**src/rtl/estacao_pkg.sv**
```systemverilog
// Shared definitions for the reservation station: entry state encoding and
// the per-entry control record used by estacao_entrada.
package estacao_pkg;

    localparam logic [1:0] ST_FREE   = 2'd0;
    localparam logic [1:0] ST_WAIT   = 2'd1;
    localparam logic [1:0] ST_READY  = 2'd2;
    localparam logic [1:0] ST_ISSUED = 2'd3;

    // Enough bits to rank up to eight entries by dispatch order
    localparam int AGE_W = 3;

    typedef struct packed {
        logic [1:0] state;
        logic       vj_valid;
        logic       vk_valid;
    } entry_ctrl_t;

endpackage

```
**src/rtl/estacao_entrada.sv**
```systemverilog
// One reservation-station entry: holds op/operands and snoops the CDB.
// Optional dispatch-edge CDB capture is enabled by ESTACAO_CDB_BYPASS_EN.
module estacao_entrada
    import estacao_pkg::*;
#(
    parameter int              DATA_W = 16,
    parameter int              TAG_W  = 3,
    parameter int              OP_W   = 3,
    parameter logic [TAG_W-1:0] MY_TAG = '0
) (
    input  logic              clock,
    input  logic              reset,
    input  logic              alloc,
    input  logic              grant,
    input  logic [OP_W-1:0]   disp_op,
    input  logic [2:0]        disp_dest,
    input  logic              disp_qj_dep,
    input  logic              disp_qk_dep,
    input  logic [TAG_W-1:0]  disp_qj,
    input  logic [TAG_W-1:0]  disp_qk,
    input  logic [DATA_W-1:0] disp_vj,
    input  logic [DATA_W-1:0] disp_vk,
    input  logic              cdb_valid,
    input  logic [TAG_W-1:0]  cdb_tag,
    input  logic [DATA_W-1:0] cdb_data,
    output logic [1:0]        state,
    output logic [OP_W-1:0]   op,
    output logic [2:0]        dest,
    output logic [DATA_W-1:0] vj,
    output logic [DATA_W-1:0] vk,
    output logic              freeing
);

    entry_ctrl_t      ent;
    logic [TAG_W-1:0] qj;
    logic [TAG_W-1:0] qk;
    logic             hit_j;
    logic             hit_k;
    logic             byp_j;
    logic             byp_k;
    logic             load_j;
    logic             load_k;

    assign state = ent.state;

    always_comb begin
        freeing = cdb_valid && (ent.state == ST_ISSUED) && (cdb_tag == MY_TAG);
        hit_j   = cdb_valid && !ent.vj_valid && (qj == cdb_tag);
        hit_k   = cdb_valid && !ent.vk_valid && (qk == cdb_tag);
`ifdef ESTACAO_CDB_BYPASS_EN
        byp_j   = disp_qj_dep && cdb_valid && (disp_qj == cdb_tag);
        byp_k   = disp_qk_dep && cdb_valid && (disp_qk == cdb_tag);
`else
        // The register file forwards a same-edge broadcast in this build
        byp_j   = 1'b0;
        byp_k   = 1'b0;
`endif
        load_j  = !disp_qj_dep || byp_j;
        load_k  = !disp_qk_dep || byp_k;
    end

    always_ff @(posedge clock or posedge reset) begin
        if (reset) begin
            ent  <= '0;
            op   <= '0;
            dest <= '0;
            vj   <= '0;
            vk   <= '0;
            qj   <= '0;
            qk   <= '0;
        end else if (alloc) begin
            op           <= disp_op;
            dest         <= disp_dest;
            qj           <= disp_qj;
            qk           <= disp_qk;
            vj           <= byp_j ? cdb_data : disp_vj;
            vk           <= byp_k ? cdb_data : disp_vk;
            ent.vj_valid <= load_j;
            ent.vk_valid <= load_k;
            ent.state    <= (load_j && load_k) ? ST_READY : ST_WAIT;
        end else begin
            case (ent.state)
                ST_WAIT: begin
                    if (hit_j) begin
                        vj           <= cdb_data;
                        ent.vj_valid <= 1'b1;
                    end
                    if (hit_k) begin
                        vk           <= cdb_data;
                        ent.vk_valid <= 1'b1;
                    end
                    if ((ent.vj_valid || hit_j) && (ent.vk_valid || hit_k))
                        ent.state <= ST_READY;
                end
                ST_READY: begin
                    if (grant)
                        ent.state <= ST_ISSUED;
                end
                ST_ISSUED: begin
                    if (freeing) begin
                        ent.state    <= ST_FREE;
                        ent.vj_valid <= 1'b0;
                        ent.vk_valid <= 1'b0;
                    end
                end
                default: ;
            endcase
        end
    end

endmodule

```
**src/rtl/estacao_reserva_param.sv**
```systemverilog
// Parameterised reservation station: allocation, oldest-ready issue and age
// ranking. CDB capture on the dispatch edge is enabled by ESTACAO_CDB_BYPASS_EN.
module estacao_reserva_param
    import estacao_pkg::*;
#(
    parameter int DEPTH    = 3,
    parameter int DATA_W   = 16,
    parameter int TAG_W    = 3,
    parameter int OP_W     = 3,
    parameter int TAG_BASE = 4
) (
    input  logic              clock,
    input  logic              reset,
    input  logic              disp_valid,
    output logic              disp_ready,
    output logic [TAG_W-1:0]  disp_tag,
    input  logic [OP_W-1:0]   disp_op,
    input  logic [2:0]        disp_dest,
    input  logic              disp_qj_dep,
    input  logic              disp_qk_dep,
    input  logic [TAG_W-1:0]  disp_qj,
    input  logic [TAG_W-1:0]  disp_qk,
    input  logic [DATA_W-1:0] disp_vj,
    input  logic [DATA_W-1:0] disp_vk,
    input  logic              cdb_valid,
    input  logic [TAG_W-1:0]  cdb_tag,
    input  logic [DATA_W-1:0] cdb_data,
    output logic              issue_valid,
    input  logic              issue_ready,
    output logic [OP_W-1:0]   issue_op,
    output logic [DATA_W-1:0] issue_vj,
    output logic [DATA_W-1:0] issue_vk,
    output logic [TAG_W-1:0]  issue_tag,
    output logic [2:0]        issue_dest,
    output logic [3:0]        busy_count
);

    localparam int IDX_W = 3;

    logic [1:0]        ent_state [DEPTH];
    logic [OP_W-1:0]   ent_op    [DEPTH];
    logic [2:0]        ent_dest  [DEPTH];
    logic [DATA_W-1:0] ent_vj    [DEPTH];
    logic [DATA_W-1:0] ent_vk    [DEPTH];
    logic [AGE_W-1:0]  age       [DEPTH];
    logic [DEPTH-1:0]  freeing;
    logic [DEPTH-1:0]  alloc;
    logic [DEPTH-1:0]  grant;
    logic [IDX_W-1:0]  alloc_idx;
    logic [IDX_W-1:0]  sel_idx;
    logic [IDX_W-1:0]  hold_idx;
    logic              hold_valid;
    logic              sel_found;
    logic [AGE_W-1:0]  best_age;
    logic [AGE_W-1:0]  freed_age;
    logic [AGE_W-1:0]  new_rank;
    logic              any_free;
    logic [3:0]        busy_cnt;

    for (genvar g = 0; g < DEPTH; g++) begin : g_entry
        estacao_entrada #(
            .DATA_W (DATA_W),
            .TAG_W  (TAG_W),
            .OP_W   (OP_W),
            .MY_TAG (TAG_W'(TAG_BASE + g))
        ) u_entrada (
            .clock       (clock),
            .reset       (reset),
            .alloc       (alloc[g]),
            .grant       (grant[g]),
            .disp_op     (disp_op),
            .disp_dest   (disp_dest),
            .disp_qj_dep (disp_qj_dep),
            .disp_qk_dep (disp_qk_dep),
            .disp_qj     (disp_qj),
            .disp_qk     (disp_qk),
            .disp_vj     (disp_vj),
            .disp_vk     (disp_vk),
            .cdb_valid   (cdb_valid),
            .cdb_tag     (cdb_tag),
            .cdb_data    (cdb_data),
            .state       (ent_state[g]),
            .op          (ent_op[g]),
            .dest        (ent_dest[g]),
            .vj          (ent_vj[g]),
            .vk          (ent_vk[g]),
            .freeing     (freeing[g])
        );
    end

    always_comb begin
        disp_ready = 1'b0;
        alloc_idx  = '0;
        busy_cnt   = '0;
        for (int i = DEPTH - 1; i >= 0; i--) begin
            if (ent_state[i] == ST_FREE) begin
                disp_ready = 1'b1;
                alloc_idx  = IDX_W'(i);
            end else begin
                busy_cnt = busy_cnt + 4'd1;
            end
        end
        disp_tag   = TAG_W'(TAG_BASE) + TAG_W'(alloc_idx);
        busy_count = busy_cnt;
    end

    // A presented-but-stalled entry stays selected even if an older one wakes
    always_comb begin
        sel_found = 1'b0;
        sel_idx   = '0;
        best_age  = '0;
        for (int i = 0; i < DEPTH; i++) begin
            if (ent_state[i] == ST_READY && (!sel_found || age[i] < best_age)) begin
                sel_found = 1'b1;
                sel_idx   = IDX_W'(i);
                best_age  = age[i];
            end
        end
        if (hold_valid)
            sel_idx = hold_idx;
    end

    always_comb begin
        issue_valid = sel_found;
        issue_op    = '0;
        issue_vj    = '0;
        issue_vk    = '0;
        issue_dest  = '0;
        issue_tag   = '0;
        for (int i = 0; i < DEPTH; i++) begin
            alloc[i] = disp_valid && disp_ready && (alloc_idx == IDX_W'(i));
            grant[i] = sel_found && issue_ready && (sel_idx == IDX_W'(i));
            if (sel_found && sel_idx == IDX_W'(i)) begin
                issue_op   = ent_op[i];
                issue_vj   = ent_vj[i];
                issue_vk   = ent_vk[i];
                issue_dest = ent_dest[i];
                issue_tag  = TAG_W'(TAG_BASE) + TAG_W'(sel_idx);
            end
        end
    end

    always_comb begin
        any_free  = |freeing;
        freed_age = '0;
        for (int i = 0; i < DEPTH; i++) begin
            if (freeing[i])
                freed_age = age[i];
        end
        new_rank = AGE_W'(busy_cnt) - AGE_W'(any_free);
    end

    // Ranks stay dense: younger entries close the gap left by a freed one
    always_ff @(posedge clock or posedge reset) begin
        if (reset) begin
            for (int i = 0; i < DEPTH; i++)
                age[i] <= '0;
        end else begin
            for (int i = 0; i < DEPTH; i++) begin
                if (alloc[i])
                    age[i] <= new_rank;
                else if (freeing[i])
                    age[i] <= '0;
                else if (any_free && ent_state[i] != ST_FREE && age[i] > freed_age)
                    age[i] <= age[i] - AGE_W'(1);
            end
        end
    end

    always_ff @(posedge clock or posedge reset) begin
        if (reset) begin
            hold_valid <= 1'b0;
            hold_idx   <= '0;
        end else begin
            hold_valid <= sel_found && !issue_ready;
            hold_idx   <= sel_idx;
        end
    end

endmodule
```
**config.mk**
```make
export PLATFORM = sky130hd
export DESIGN_NAME = estacao_reserva_param
export DESIGN_NICKNAME = d
export VERILOG_FILES = /design/src/rtl/estacao_pkg.sv /design/src/rtl/estacao_entrada.sv /design/src/rtl/estacao_reserva_param.sv
export SDC_FILE = /design/constraint.sdc
export NUM_CORES = 1
export LEC_CHECK = 0
export CAP_MARGIN = 20
export CORE_MARGIN = 2
export CORE_UTILIZATION = 30
export CTS_BUF_LIST = sky130_fd_sc_hd__clkbuf_4
export CTS_CLUSTER_DIAMETER = 200
export DETAILED_ROUTE_END_ITERATION = 8
export MAX_ROUTING_LAYER = met4
export PLACE_DENSITY = 0.5
export SLEW_MARGIN = 25
export SYNTH_ARGS = -nofsm -noshare
export SYNTH_HDL_FRONTEND = slang
export SYNTH_SLANG_ARGS = --single-unit
```
**constraint.sdc**
```tcl
create_clock -name clock -period 6.6 [get_ports clock]
set_input_delay 1.32 -clock clock [delete_from_list [all_inputs] [get_ports clock]]
set_output_delay 1.32 -clock clock [all_outputs]
set_load 0.02 [all_outputs]
```
# After elaboration in Yosys (flattened, before gate mapping)
# Index checks and enable logic that the tools add are counted.
# classes
add_sub_neg	8
mul	0
div_mod_pow	0
order_cmp	5
n_eq_ne	37
n_shift	0
n_mux	87
bitwise_logic	0
n_reduce_logical	103
# op_table
operator	n
$mux 16	24
$mux 3	27
$ne 3x1->1 const B	15
$logic_and 1x1->1	42
$mux 4	8
$reduce_bool 2->1	12
$eq 3x3->1	6
$pmux 2 s3	3
$reduce_and 3->1	6
$reduce_bool 3->1	6
$mux 2	8
$mux 1	14
$eq 2x2->1 const B	6
$pmux 2 s2	3
$reduce_and 2->1	6
$reduce_and 4->1	3
$reduce_bool 4->1	3
$logic_not 1->1	11
$eq 3x3->1 const B	3
$gt 3x3->1	3
$sub 3x1->3 const B	3
$add 4x1->4 const B	2
$logic_or 1x1->1	8
$add 3x3->3 const A	2
8 further kinds	16
# totals
reg_bits	157
latchBits	0
ramBits	0
rom_bits	0
in_bits	70
output_inout_bits	50
mem_count	0

# Depth between registers and ports, before layout
# depth
ltp_word	16
ltp_mapped	19
mapped_depth_nobuf	16

# Modules after synthesis
# A second synthesis with hierarchy kept.
# unflattened
hier_cells	1142
area_unflattened_um2	10289.9
# modules_own_cells
mod	instances	cells_each	area_per_inst_um2	seq_area_each_um2
estacao_reserva_param	1	460	3493.4	325.3
estacao_entrada at g_entry[0].u_entrada	1	228	2272.2	1201.2
estacao_entrada at g_entry[2].u_entrada	1	227	2267.2	1201.2
estacao_entrada at g_entry[1].u_entrada	1	227	2257.2	1201.2

# Worst setup path before layout
# OpenSTA, ideal clock, no wires.
# synth_path
path_type	register to output
from	reg, netlist name g_entry[0].u_entrada.state[0]
to	out issue_vj[0]
arrival_time_ps	3454
required_ps	5280
setup_slack_ps	1826
path_stages_with_launch	19
path_buffers	3
path_cell_list	dfrtp_1 > inv_1 > ha_1 > buf_4 > nand2_1 > ha_1 > o21ai_0 > a21oi_2 > nor2_1 > a31oi_1 > ha_1 > a21oi_1 > o21a_1 > o21a_2 > a211oi_4 > a21o_4 > buf_6 > buf_8 > a221o_1
# synth_between
elab_chain_len	16
# synth_rtl
item	line_no	source
$eq 2x2->1 *	estacao_reserva_param.sv:113	if (ent_state[i] == ST_READY && (!sel_found || age[i] < best_age)) begin
$mux 3 / $mux 1 (equally long branches)	estacao_reserva_param.sv:113	
$lt 3x3->1 / $logic_not 1->1 (equally long branches)	estacao_reserva_param.sv:113	
$logic_or 1x1->1	estacao_reserva_param.sv:113	
$logic_and 1x1->1	estacao_reserva_param.sv:113	
$mux 3 / $mux 1 (equally long branches)	estacao_reserva_param.sv:113	
$lt 3x3->1 / $logic_not 1->1 (equally long branches)	estacao_reserva_param.sv:113	
$logic_or 1x1->1	estacao_reserva_param.sv:113	
$logic_and 1x1->1	estacao_reserva_param.sv:113	
$mux 3	estacao_reserva_param.sv:113	
$mux 3	estacao_reserva_param.sv:119	if (hold_valid)
$logic_not 3->1	estacao_reserva_param.sv:133	if (sel_found && sel_idx == IDX_W'(i)) begin
$logic_and 1x1->1	estacao_reserva_param.sv:133	
$mux 16 (2 in series)	estacao_reserva_param.sv:133	
$mux 16 *	estacao_reserva_param.sv:133	
to (decl)	estacao_reserva_param.sv:31	output logic [DATA_W-1:0] issue_vj,
# Mark *: on every way between the ends. The rest lies on a longest branch, timed or not.

# Worst setup path after layout
# layout_path
from	reg, netlist name g_entry[0].u_entrada.state[0]
to	out issue_dest[1]
# layout_between
elab_chain_len	16
# layout_rtl
item	line_no	source
$eq 2x2->1 *	estacao_reserva_param.sv:113	
$mux 3 / $mux 1 (equally long branches)	estacao_reserva_param.sv:113	
$lt 3x3->1 / $logic_not 1->1 (equally long branches)	estacao_reserva_param.sv:113	
$logic_or 1x1->1	estacao_reserva_param.sv:113	
$logic_and 1x1->1	estacao_reserva_param.sv:113	
$mux 3 / $mux 1 (equally long branches)	estacao_reserva_param.sv:113	
$lt 3x3->1 / $logic_not 1->1 (equally long branches)	estacao_reserva_param.sv:113	
$logic_or 1x1->1	estacao_reserva_param.sv:113	
$logic_and 1x1->1	estacao_reserva_param.sv:113	
$mux 3	estacao_reserva_param.sv:113	
$mux 3	estacao_reserva_param.sv:119	
$logic_not 3->1	estacao_reserva_param.sv:133	
$logic_and 1x1->1	estacao_reserva_param.sv:133	
$mux 3 (2 in series)	estacao_reserva_param.sv:133	
$mux 3 *	estacao_reserva_param.sv:133	
to (decl)	estacao_reserva_param.sv:34	output logic [2:0] issue_dest,
# Marks and branches as above.

==> out/qor.yml <==
clock_network:
  clk_path_buf_depth: 2
  cts_htree_levels: 4
  cts-root-buf: "clkbuf_4"
  cts_sinks: 157
  cts_made_buffers: 17
  hold_buffers: 0
  cts_tree: "done"
  clk_pin_slew_ns: 0.16
  worstSkewPairLatency_ns: 0.58
finish:
  syn2layout_area_growth_pct: 21.1
  design_area_um2: 11100
  drive_gt1_share_pct: 7.73
  fin_cells: 1519
  final_nets: 1219
timing:
  post-route-period-util_pct: 95.0
  tns_ns: 0
  finalHoldViolCount: 0
  rsz0062_at_grt: "false"
  fin_hold_ws_ns: 0.498
  slew_headroom_pct: 20.7
  fin_crit_ns: 6.27
  fmax_mhz: 159
  skew_ns: 0.0337
  tightest_slew_ns: 1.19
  setup_violations: 0
  slew_viol_final: 0
detailed_routing:
  routed_wl_mm: 29.5
  vias: 7761
  firstDrtPassIters: 5
  post-route-drc-count: 0
  post_drt_wl_per_cell_um: 19.4
  drt_iter0_drc: 506
  via_per_inst: 5.11
  antenna_left: 0
worst_setup_path:
  cp.buffers_inverters: 3
  r2r_cells: 17
  crit_path_start_kind: "flip-flop"
  cpLargestDelayFamily: "compound AO/OA/AOI/OAI gates"
  crit_slowest_cell: "clkdlybuf4s50_1"
  r2r_end: "g_entry[1].u_entrada.state[1]"
  path_max_fanout: 19
  arrival_ns: 4.95
  cp-endpoint: "issue_dest[1]"
  reg2reg_from: "g_entry[0].u_entrada.state[0]"
  crit_start: "g_entry[0].u_entrada.state[0]"
  cpMostUsedCell: "ha_1"
  cp_slowest_stage_delay_ns: 0.54
  required_ns: 5.28
  path_cells: "inv_1, ha_2, nand2_1, ha_1, o21ai_0, a21oi_2, nor2_1, a31oi_1, ha_1, a21oi_1, o21a_1, o21a_2, a211oi_4, buf_4, a21o_4, a221o_1, clkdlybuf4s50_1"
  ff2ff_setup_slack_ns: 2.62
  cp_num_cells: 17
  path_class: "reg2out"
  end_kind: "primary output"
synth:
  synth_area_leader_cell: "dfrtp_1"
  ys_seq_area_share_pct: 42.9
  yosysTopAreaCellShare_pct: 42.9
  syn_area_um2: 9160
  syn_avg_cell_area_um2: 9.00
  synth-async-reset-ratio_pct: 100
  synth_most_common_cell: "nand2_1"
  yosys-top-cells-area: "dfrtp_1, nand2_1, mux2i_1, o21ai_0, ha_1"
  synth-edff-count: 0
  synth-main-ff-cell: "dfrtp_1"
  synth_nets: 1124
  synthCells: 1018
  synthTopCellsByCount: "nand2_1, dfrtp_1, o21ai_0, mux2i_1, nor2_1"
  yosys.cell_types.count: 63
  yosysWarnings: 0
  synth_seq_cells: 157
pwr:
  power_frac_comb_pct: 59.6
  seqPwrFrac_pct: 29.4
  pwr-share-clk_pct: 11.0
  internal-power_mw: 3.17
  switching_share_pct: 45.8
  ir_drop_uv: 298
  powerDensity_nw_per_um2: 527
  p_switching_mw: 2.68
  p_leak_nw: 5.06
place:
  hpwl_mm: 19.9
  place_area_um2: 10700
  port_buffers: 117
  dp_cells: 1477
  gp_congestion: 0.826
floorplanning:
  row_count: 63
  die_y_um: 179
  core_area_um2: 29900
  ioPinCount: 120
  start_util_pct: 30.7
  dieArea_um2: 32000
  fp.dieW_um: 179
grt:
  grt_use_total_pct: 18.8
  antenna_found_initial: 1
  grt_max_degree: 67
  grt_pass1_wl_mm: 44.6
  grt_pass1_vias: 7612
  grt_overflow: 0
flow_run:
  maxCapViolCount: 0
hold_path:
  hold_path.class: "reg2reg"
run_status:
  outcome: "finished clean"
power groups by stage:
| stage | logic, mW | clock network [mW] | registers [mW] |
|---|---|---|---|
| after detailed placement | 3.34 | 0 | 1.74 |
| after CTS | 3.36 | 0.658 | 1.72 |
| after floorplan | 2.22 | 0 | 1.62 |
| after global routing | 3.82 | 0.688 | 1.78 |
| final | 3.48 | 0.644 | 1.72 |
| after global placement | 3.23 | 0 | 1.75 |
state kept, by name, indices dropped and copies added (netlist names):
register                 flops
age                          9
g_entry.u_entrada.dest       9
g_entry.u_entrada.ent        6
g_entry.u_entrada.op         9
g_entry.u_entrada.qj         9
g_entry.u_entrada.qk         9
g_entry.u_entrada.state      6
g_entry.u_entrada.vj        48
g_entry.u_entrada.vk        48
hold_idx                     3
hold_valid                   1
metrics by stage:
stage	power [mW]	utilization (%)	setup WS (ns)
after floorplan	3.84	-	1.05
after global placement	4.98	35.7	0.656
after detailed placement	5.08	35.9	0.708
after CTS	5.74	36.9	0.0367
after global routing	6.28	37.1	0.00809
final	5.85	37.2	0.330
how the worst min path moves through the flow:
stage                                       from                            to  cells after the start
detailed placement  g_entry[2].u_entrada.dest[1]  g_entry[2].u_entrada.dest[1]                      2
floorplan           g_entry[2].u_entrada.dest[0]  g_entry[2].u_entrada.dest[0]                      2
CTS                   g_entry[0].u_entrada.op[1]    g_entry[0].u_entrada.op[1]                      2
global placement      g_entry[2].u_entrada.op[2]    g_entry[2].u_entrada.op[2]                      2
finish               g_entry[1].u_entrada.vj[14]   g_entry[1].u_entrada.vj[14]                      2
global route          g_entry[2].u_entrada.vj[0]    g_entry[2].u_entrada.vj[0]                      2
placed cells by master, fill, tap and decap left out, types with 12 or more instances in the layout:
cell             synthesis  routed
a221o_1                 38      38
dfrtp_1                157     157
clkbuf_4                 0      18
clkdlybuf4s50_1          0     117
o21ai_0                123     122
mux2i_1                 96      96
ha_1                    36      35
xor2_1                  13      13
inv_1                   29      28
a21oi_1                 16      12
buf_4                    7      19
nor2_1                  59      58
nand2_1                259     257
worst register-to-register path: stages, from the launching register on:
cell and delay [ns]:
dfrtp_1 0.44, inv_1 0.11, ha_2 0.31, nand2_1 0.10
ha_1 0.31, o21ai_0 0.14, a21oi_2 0.36, nor2_1 0.07
a31oi_1 0.15, ha_1 0.31, a21oi_1 0.20, o21a_1 0.15
o21a_2 0.21, a211oi_4 0.08, buf_4 0.18, buf_4 0.14
o311a_1 0.33, mux2_2 0.27
layout make-up:
cell class                      count  area [µm²]
Tap cell                          390         488
Clock inverter                     14         158
Fill cell                        3055       18800
Antenna cell                        3        7.51
Clock buffer                       18         135
Timing Repair Buffer              139        1390
Sequential cell                   157        3930
Multi-Input combinational cell    769        4880
Inverter                           29         114
per-layer routing:
| metal | vias up | track usage [%] | wire length (µm) |
|---|---|---|---|
| met2 | 201 | 28.5 | 13400 |
| met1 | 3797 | 26.8 | 14400 |
| met4 | 0 | 4.54 | 410 |
| met5 | - | - | 0 |
| met3 | 27 | 2.12 | 1240 |
| li1 | 3736 | - | - |
logic make-up (layout without fill, tap and decap cells):
| family | after synthesis | in the layout | synth area share, % |
|---|---|---|---|
| DFF | 157 | 157 | 42.9 |
| AOI/OAI and AO/OA | 230 | 232 | 16.6 |
| and+or+nand+nor | 373 | 373 | 17.2 |
| buffers and inverters | 94 | 200 | 4.72 |
| muxes | 104 | 104 | 11.5 |
| adders and majority gates | 36 | 36 | 4.92 |
| xor gates and xnor gates | 22 | 22 | 2.10 |
| other | 2 | 5 | 0.0820 |
what timing repair did:
| item | in CTS | in global routing |
|---|---|---|
| buffers inserted | 0 | 5 |
| resized for setup | 0 | 2 |
| setup endpoints to repair | 0 | 40 |
(Power assumes the default switching activity.)
==> RTL edit 1, RTL diff (same settings) <==
`DEPTH`: 3 -> 6.
--- a/src/rtl/estacao_reserva_param.sv
+++ b/src/rtl/estacao_reserva_param.sv
@@ -3,7 +3,7 @@
 module estacao_reserva_param
     import estacao_pkg::*;
 #(
-    parameter int DEPTH    = 3,
+    parameter int DEPTH    = 6,
     parameter int DATA_W   = 16,
     parameter int TAG_W    = 3,
     parameter int OP_W     = 3,
Behaviour: not the same (Yosys sat finds a counterexample within 4 cycles, from zero or initial values and one cycle with reset high).
==> RTL edit 1 against the original RTL <==
  * The run now ends with negative setup slack left
  * Final area up 120%
  * Clock skew up 0.050 ns
  * Area after synthesis up 100%
  * Critical path type unchanged
  * Sequential cell count up 153
  * Synthesized cell count up 100%
  * Worst setup slack worse by 3.3 ns
  * Routed wire length up 130%
  * Via count up 110%
  * Final cell count up 110%
  * Sequential share of layout area down 3.7 points
  * Non-clock buffer count up 201
Power is not shown: default switching activity piles up to over one toggle a cycle in this logic, so the estimate is an artifact.
==> RTL edit 1: results (changes against the original RTL) <==
metric;value;unit;change
largest net degree at the start of global routing;136;;was 67
Final Setup Violations;54;;was 0
synth top area cells;dfrtp_1 (42%), mux2i_1 (14%), nand2_1 (8.2%), o21ai_0 (5.9%), ha_1 (4.9%);;was dfrtp_1 (43%), nand2_1 (11%), mux2i_1 (10%), o21ai_0 (6.7%), ha_1 (4.9%)
Reg2Reg Depth;39;;was 17
H-Tree Depth;3;;was 4
CTS Buffer Depth;3;;was 2
Final Net Count;2477;;was 1219
Post-Syn Nets;2178;;was 1124
vias per cell;5.209;;was 5.109
HPWL after DPL;43530;um;was 19860 um
antenna violations before repair;3;;was 1
Largest regs;g_entry.u_entrada.vj (96), g_entry.u_entrada.vk (96);;was g_entry.u_entrada.vj (48), g_entry.u_entrada.vk (48)
Worst Hold Class;flop to flop;;unchanged
final worst setup slack;-3.016;ns;was 0.3301 ns
R2R Setup Slk;-1.18;ns;was 2.62 ns
vias in the first global route;17190;;was 7612
slowest stage cell, crit path;dfrtp_1;;was clkdlybuf4s50_1
XOR/XNOR Fraction of Synth Area;0.02211;;was 0.02103
Max Clock Skew;0.08395;ns;was 0.03372 ns
worst hold endpoint;g_entry[2].u_entrada.dest[1]$_DFFE_PP0P_;;was g_entry[1].u_entrada.vj[14]$_DFFE_PP0P_
Yosys cell types;64;;was 63
global-route wire length before repair;102200;um;was 44550 um
worst r2r src;g_entry[0].u_entrada.state[0]$_DFFE_PP0P_;;unchanged
Routed WL;66670;um;was 29470 um
mux cell area share after synthesis;0.1651;;was 0.1147
crit-path max cell delay;0.39;ns;was 0.54 ns
GPL Wtd Cong;0.9151;;was 0.8262
Max transition margin;0.3715;;was 0.2075
initial drt markers;1089;;was 506
Crit path arrival time;8.30;ns;was 4.95 ns
IO buf count;119;;was 117
status;complete, but fails checks;;was finished clean
GRT Total Usage;0.2141;;was 0.1877
Num CTS Buffers;95;;was 17
HP Start;g_entry[2].u_entrada.dest[1]$_DFFE_PP0P_;;was g_entry[1].u_entrada.vj[14]$_DFFE_PP0P_
failing checks;negative setup slack;;
crit path max fanout;13;;was 19
Clock transition at path regs;0.06;ns;was 0.16 ns
Synth Area in Compound Gates;0.1589;;was 0.1662
layout cells sized above 1;0.2481;;was 0.07726
commonest cells in the netlist;nand2_1 (409), dfrtp_1 (310), mux2i_1 (262);;was nand2_1 (259), dfrtp_1 (157), o21ai_0 (123)
[RTL edit 1: cell types whose count changed after synthesis, moves of 21 or more]
| cell | before | now |
|---|---|---|
| mux2i_1 | 96 | 262 |
| o22ai_1 | 8 | 31 |
| and3_1 | 1 | 41 |
| nand2_1 | 259 | 409 |
| a21oi_1 | 16 | 92 |
| clkbuf_1 | 30 | 108 |
| nor3_1 | 4 | 25 |
| mux2_2 | 7 | 39 |
| dfrtp_1 | 157 | 310 |
| inv_1 | 29 | 56 |
| ha_1 | 36 | 73 |
| o21ai_0 | 123 | 221 |
| a221o_1 | 38 | 3 |
[RTL edit 1: cells by family after synthesis]
family                     after synthesis
and+or+nand+nor                        624
AOI/OAI and AO/OA                      484
DFF                                    310
muxes                                  302
buffers and inverters                  195
adders and majority gates               73
xor gates and xnor gates                47
[RTL edit 1: cell type report]
class	instances	area, um2
Fill cell	6110	37010
Multi-Input combinational cell	1530	10990
Sequential cell	310	7757
Timing Repair Buffer	340	3321
Clock buffer	140	1051
Tap cell	790	988.4
Inverter	57	230.2
Clock inverter	21	118.9
Antenna cell	6	15.01
[RTL edit 1: timing repair]
action	CTS	global route
setup buffers	39	31
setup endpoints to repair	55	56
pin swaps	46	37
resized for setup	324	56
cloned	2	2
[RTL edit 1: through the flow]
step / setup WS [ns] / std cells / area (um2) / setup TNS, ns / hold slack [ns]
after floorplan: -1.735 / 2035 / 18980 / -62.37 / 0.4450
after global placement: -2.367 / 2962 / 22010 / -100.81 / 0.4585
after detailed placement: -2.677 / 2962 / 22010 / -115.54 / 0.4625
after CTS: -2.867 / 3163 / 24020 / -119.81 / 0.4766
after global routing: -3.424 / 3193 / 24470 / -152.83 / 0.5005
final: -3.016 / 3194 / 24480 / -130.35 / 0.4742
[RTL edit 1: per-layer routing]
layer	routed length, um	GRT usage
met1	29760	0.2672
met2	31890	0.3520
met3	3113	0.03146
met4	1912	0.07878
met5	0	-
[RTL edit 1: worst max path at each step]
| stage | cells after the start | slack (ns) | start | end |
|---|---|---|---|---|
| after floorplan | 37 | -1.73 | g_entry[0].u_entrada.state[0]$_DFFE_PP0P_ | issue_op[0] |
| after global placement | 41 | -2.37 | g_entry[0].u_entrada.state[0]$_DFFE_PP0P_ | issue_op[0] |
| after detailed placement | 41 | -2.68 | g_entry[0].u_entrada.state[0]$_DFFE_PP0P_ | issue_op[0] |
| after CTS | 40 | -2.87 | g_entry[0].u_entrada.state[0]$_DFFE_PP0P_ | issue_vj[8] |
| after global routing | 39 | -3.42 | g_entry[0].u_entrada.state[0]$_DFFE_PP0P_ | issue_op[0] |
| final | 39 | -3.02 | g_entry[0].u_entrada.state[0]$_DFFE_PP0P_ | issue_op[0] |
==> RTL edit 2, RTL diff (same settings) <==
Made on the original files. Reset style: synchronous (`reset`), changed in 3 clocked blocks.
--- a/src/rtl/estacao_entrada.sv
+++ b/src/rtl/estacao_entrada.sv
@@ -59,7 +59,7 @@
         load_k  = !disp_qk_dep || byp_k;
     end
 
-    always_ff @(posedge clock or posedge reset) begin
+    always_ff @(posedge clock) begin
         if (reset) begin
             ent  <= '0;
             op   <= '0;
--- a/src/rtl/estacao_reserva_param.sv
+++ b/src/rtl/estacao_reserva_param.sv
@@ -151,7 +151,7 @@
     end
 
     // Ranks stay dense: younger entries close the gap left by a freed one
-    always_ff @(posedge clock or posedge reset) begin
+    always_ff @(posedge clock) begin
         if (reset) begin
             for (int i = 0; i < DEPTH; i++)
                 age[i] <= '0;
@@ -167,7 +167,7 @@
         end
     end
 
-    always_ff @(posedge clock or posedge reset) begin
+    always_ff @(posedge clock) begin
         if (reset) begin
             hold_valid <= 1'b0;
             hold_idx   <= '0;
Behaviour: differs if reset is asserted again (counterexample within 4 cycles, from zero or initial values and one cycle with reset high); with reset held inactive, the same outputs for 4 cycles.
==> RTL edit 2 against the original RTL <==
  * Final area decreased by 4.4%
  * Power decreased by 31%
  * Sequential cell count unchanged
  * Worst setup slack improved by 0.032 ns
  * Sequential share of layout area decreased by 4.9 points
  * Combinational power decreased by 41%
  * Core utilization decreased by 0.10 points
  * Synthesized cell count increased by 14%
  * Count of clock-buffer cells in the layout decreased by 1
  * Worst hold slack got worse by 0.033 ns
  * Routed wire length increased by 0.79%
  * Critical path depth unchanged
  * Area after synthesis decreased by 5.2%
  * Die area decreased by 5.1%
  * Critical endpoint is now issue_vj[3]
==> RTL edit 2: results (changes against the original RTL) <==
metric;value;unit;change
Max Clock Skew;0.02477;ns;was 0.03372 ns
layout cells sized above 1;0.06390;;was 0.07726
HPWL after DPL;20650;um;was 19860 um
Crit path arrival time;4.92;ns;was 4.95 ns
Max transition margin;0.3661;;was 0.2075
leak pwr;0.003884;uW;was 0.005056 uW
synth top area cells;dfxtp_1 (34%), a21oi_1 (10%), nor2_1 (8.4%), nand2_1 (7.9%), ha_1 (5.3%);;was dfrtp_1 (43%), nand2_1 (11%), mux2i_1 (10%), o21ai_0 (6.7%), ha_1 (4.9%)
Fillers;3004;;was 3055
vias per cell;4.990;;was 5.109
EDFF count, synth;9;;was 0
HP Start;g_entry[0].u_entrada.op[1]$_SDFFE_PP0P_;;was g_entry[1].u_entrada.vj[14]$_DFFE_PP0P_
Yosys cell types;59;;was 63
worst hold endpoint;g_entry[0].u_entrada.op[1]$_SDFFE_PP0P_;;was g_entry[1].u_entrada.vj[14]$_DFFE_PP0P_
post-synthesis sequential area ratio;0.3721;;was 0.4288
worst slack, placed;0.7641;ns;was 0.7077 ns
DR WL met3;1292;um;was 1244 um
commonest cells in the netlist;nor2_1 (195), nand2_1 (184), a21oi_1 (181);;was nand2_1 (259), dfrtp_1 (157), o21ai_0 (123)
top cell type's share of synthesized area;0.3410;;was 0.4288
Gate Count Post-Synth;1163;;was 1018
worst r2r dst;g_entry[0].u_entrada.state[0]$_SDFFE_PP0P_;;was g_entry[1].u_entrada.state[1]$_DFFE_PP0P_
FFs w/ async S/R, synth;0;;was 1.000
WHS;0.4642;ns;was 0.4976 ns
crit-path max cell delay;0.67;ns;was 0.54 ns
status;finished clean;;unchanged
Final Net Count;1346;;was 1219
ys flop type;dfxtp_1;;was dfrtp_1
Routed WL;29700;um;was 29470 um
placed cell area;10220;um2;was 10720 um2
crit path max fanout;11;;was 19
RTL edit 2: cell count changes after synthesis, sizes merged, moves of 38 or more:
cell | before | now
a21oi | 18 | 182
mux2i | 96 | 41
a221o | 38 | 0
dfxtp | 0 | 148
nand2 | 259 | 185
o21ai | 123 | 49
nor2 | 59 | 195
dfrtp | 157 | 0
RTL edit 2: worst max path at each step:
| stage | slack [ns] | from | cells after the start | endpoint |
|---|---|---|---|---|
| after global placement | 0.82 | g_entry[0].u_entrada.state[0]$_SDFFE_PP0P_ | 18 | issue_vj[3] |
| after global routing | 0.01 | g_entry[0].u_entrada.state[0]$_SDFFE_PP0P_ | 18 | issue_vj[3] |
| after CTS | 0.08 | g_entry[0].u_entrada.state[0]$_SDFFE_PP0P_ | 18 | issue_vj[3] |
| after floorplan | 1.77 | g_entry[0].u_entrada.state[0]$_SDFFE_PP0P_ | 18 | issue_dest[0] |
| after detailed placement | 0.76 | g_entry[0].u_entrada.state[0]$_SDFFE_PP0P_ | 18 | issue_vj[3] |
| final | 0.36 | g_entry[0].u_entrada.state[1]$_SDFFE_PP0P_ | 17 | issue_vj[3] |
RTL edit 2: final cells by class:
type / instances / area (um2) / area share
multi-input combinational: 901 / 5110 / 0.4818
clock inverter: 15 / 224.0 / 0.02112
timing repair buffer: 137 / 1323 / 0.1247
inverter: 25 / 93.84 / 0.008847
tap: 384 / 480.5 / 0.04530
antenna: 6 / 15.01 / 0.001416
clock buffer: 17 / 127.6 / 0.01203
sequential: 157 / 3233 / 0.3048
RTL edit 2: cells by family (layout without fill, tap and decap cells):
kind of cell / count (synthesis) / count (layout) / share of synthesized area
mux: 45 / 45 / 0.05242
buf+inv: 105 / 194 / 0.04824
simple gates: 483 / 483 / 0.2382
other cells: 2 / 8 / 0.0008644
flops: 157 / 157 / 0.3721
fa+ha+maj: 37 / 37 / 0.05328
compound gates: 311 / 311 / 0.2117
xor+xnor: 23 / 23 / 0.02319
RTL edit 2: timing repair:
action,4_1_cts,5_1_grt
resized for setup,0,2
hold buffers,0,0
setup endpoints to repair,0,39
setup buffers,0,1
RTL edit 2: layer usage:
layer | global-route usage | vias to the layer above
li1 | - | 4147
met1 | 0.2974 | 3764
met2 | 0.2786 | 248
met3 | 0.02822 | 35
met4 | 0.06828 | 0
met5 | - | -
RTL edit 2: worst min-delay path, stage by stage (launching register included):
cell and delay [ns]:
dfxtp_1 0.34, nand2_1 0.05, a21oi_1 0.05
RTL edit 2: report_power, final:
| part | switching [uW] | internal (uW) | total (uW) |
|---|---|---|---|
| clock | 415 | 318 | 733 |
| combinational | 1260 | 780 | 2040 |
| sequential | 136 | 1150 | 1280 |
| total | 1810 | 2240 | 4060 |
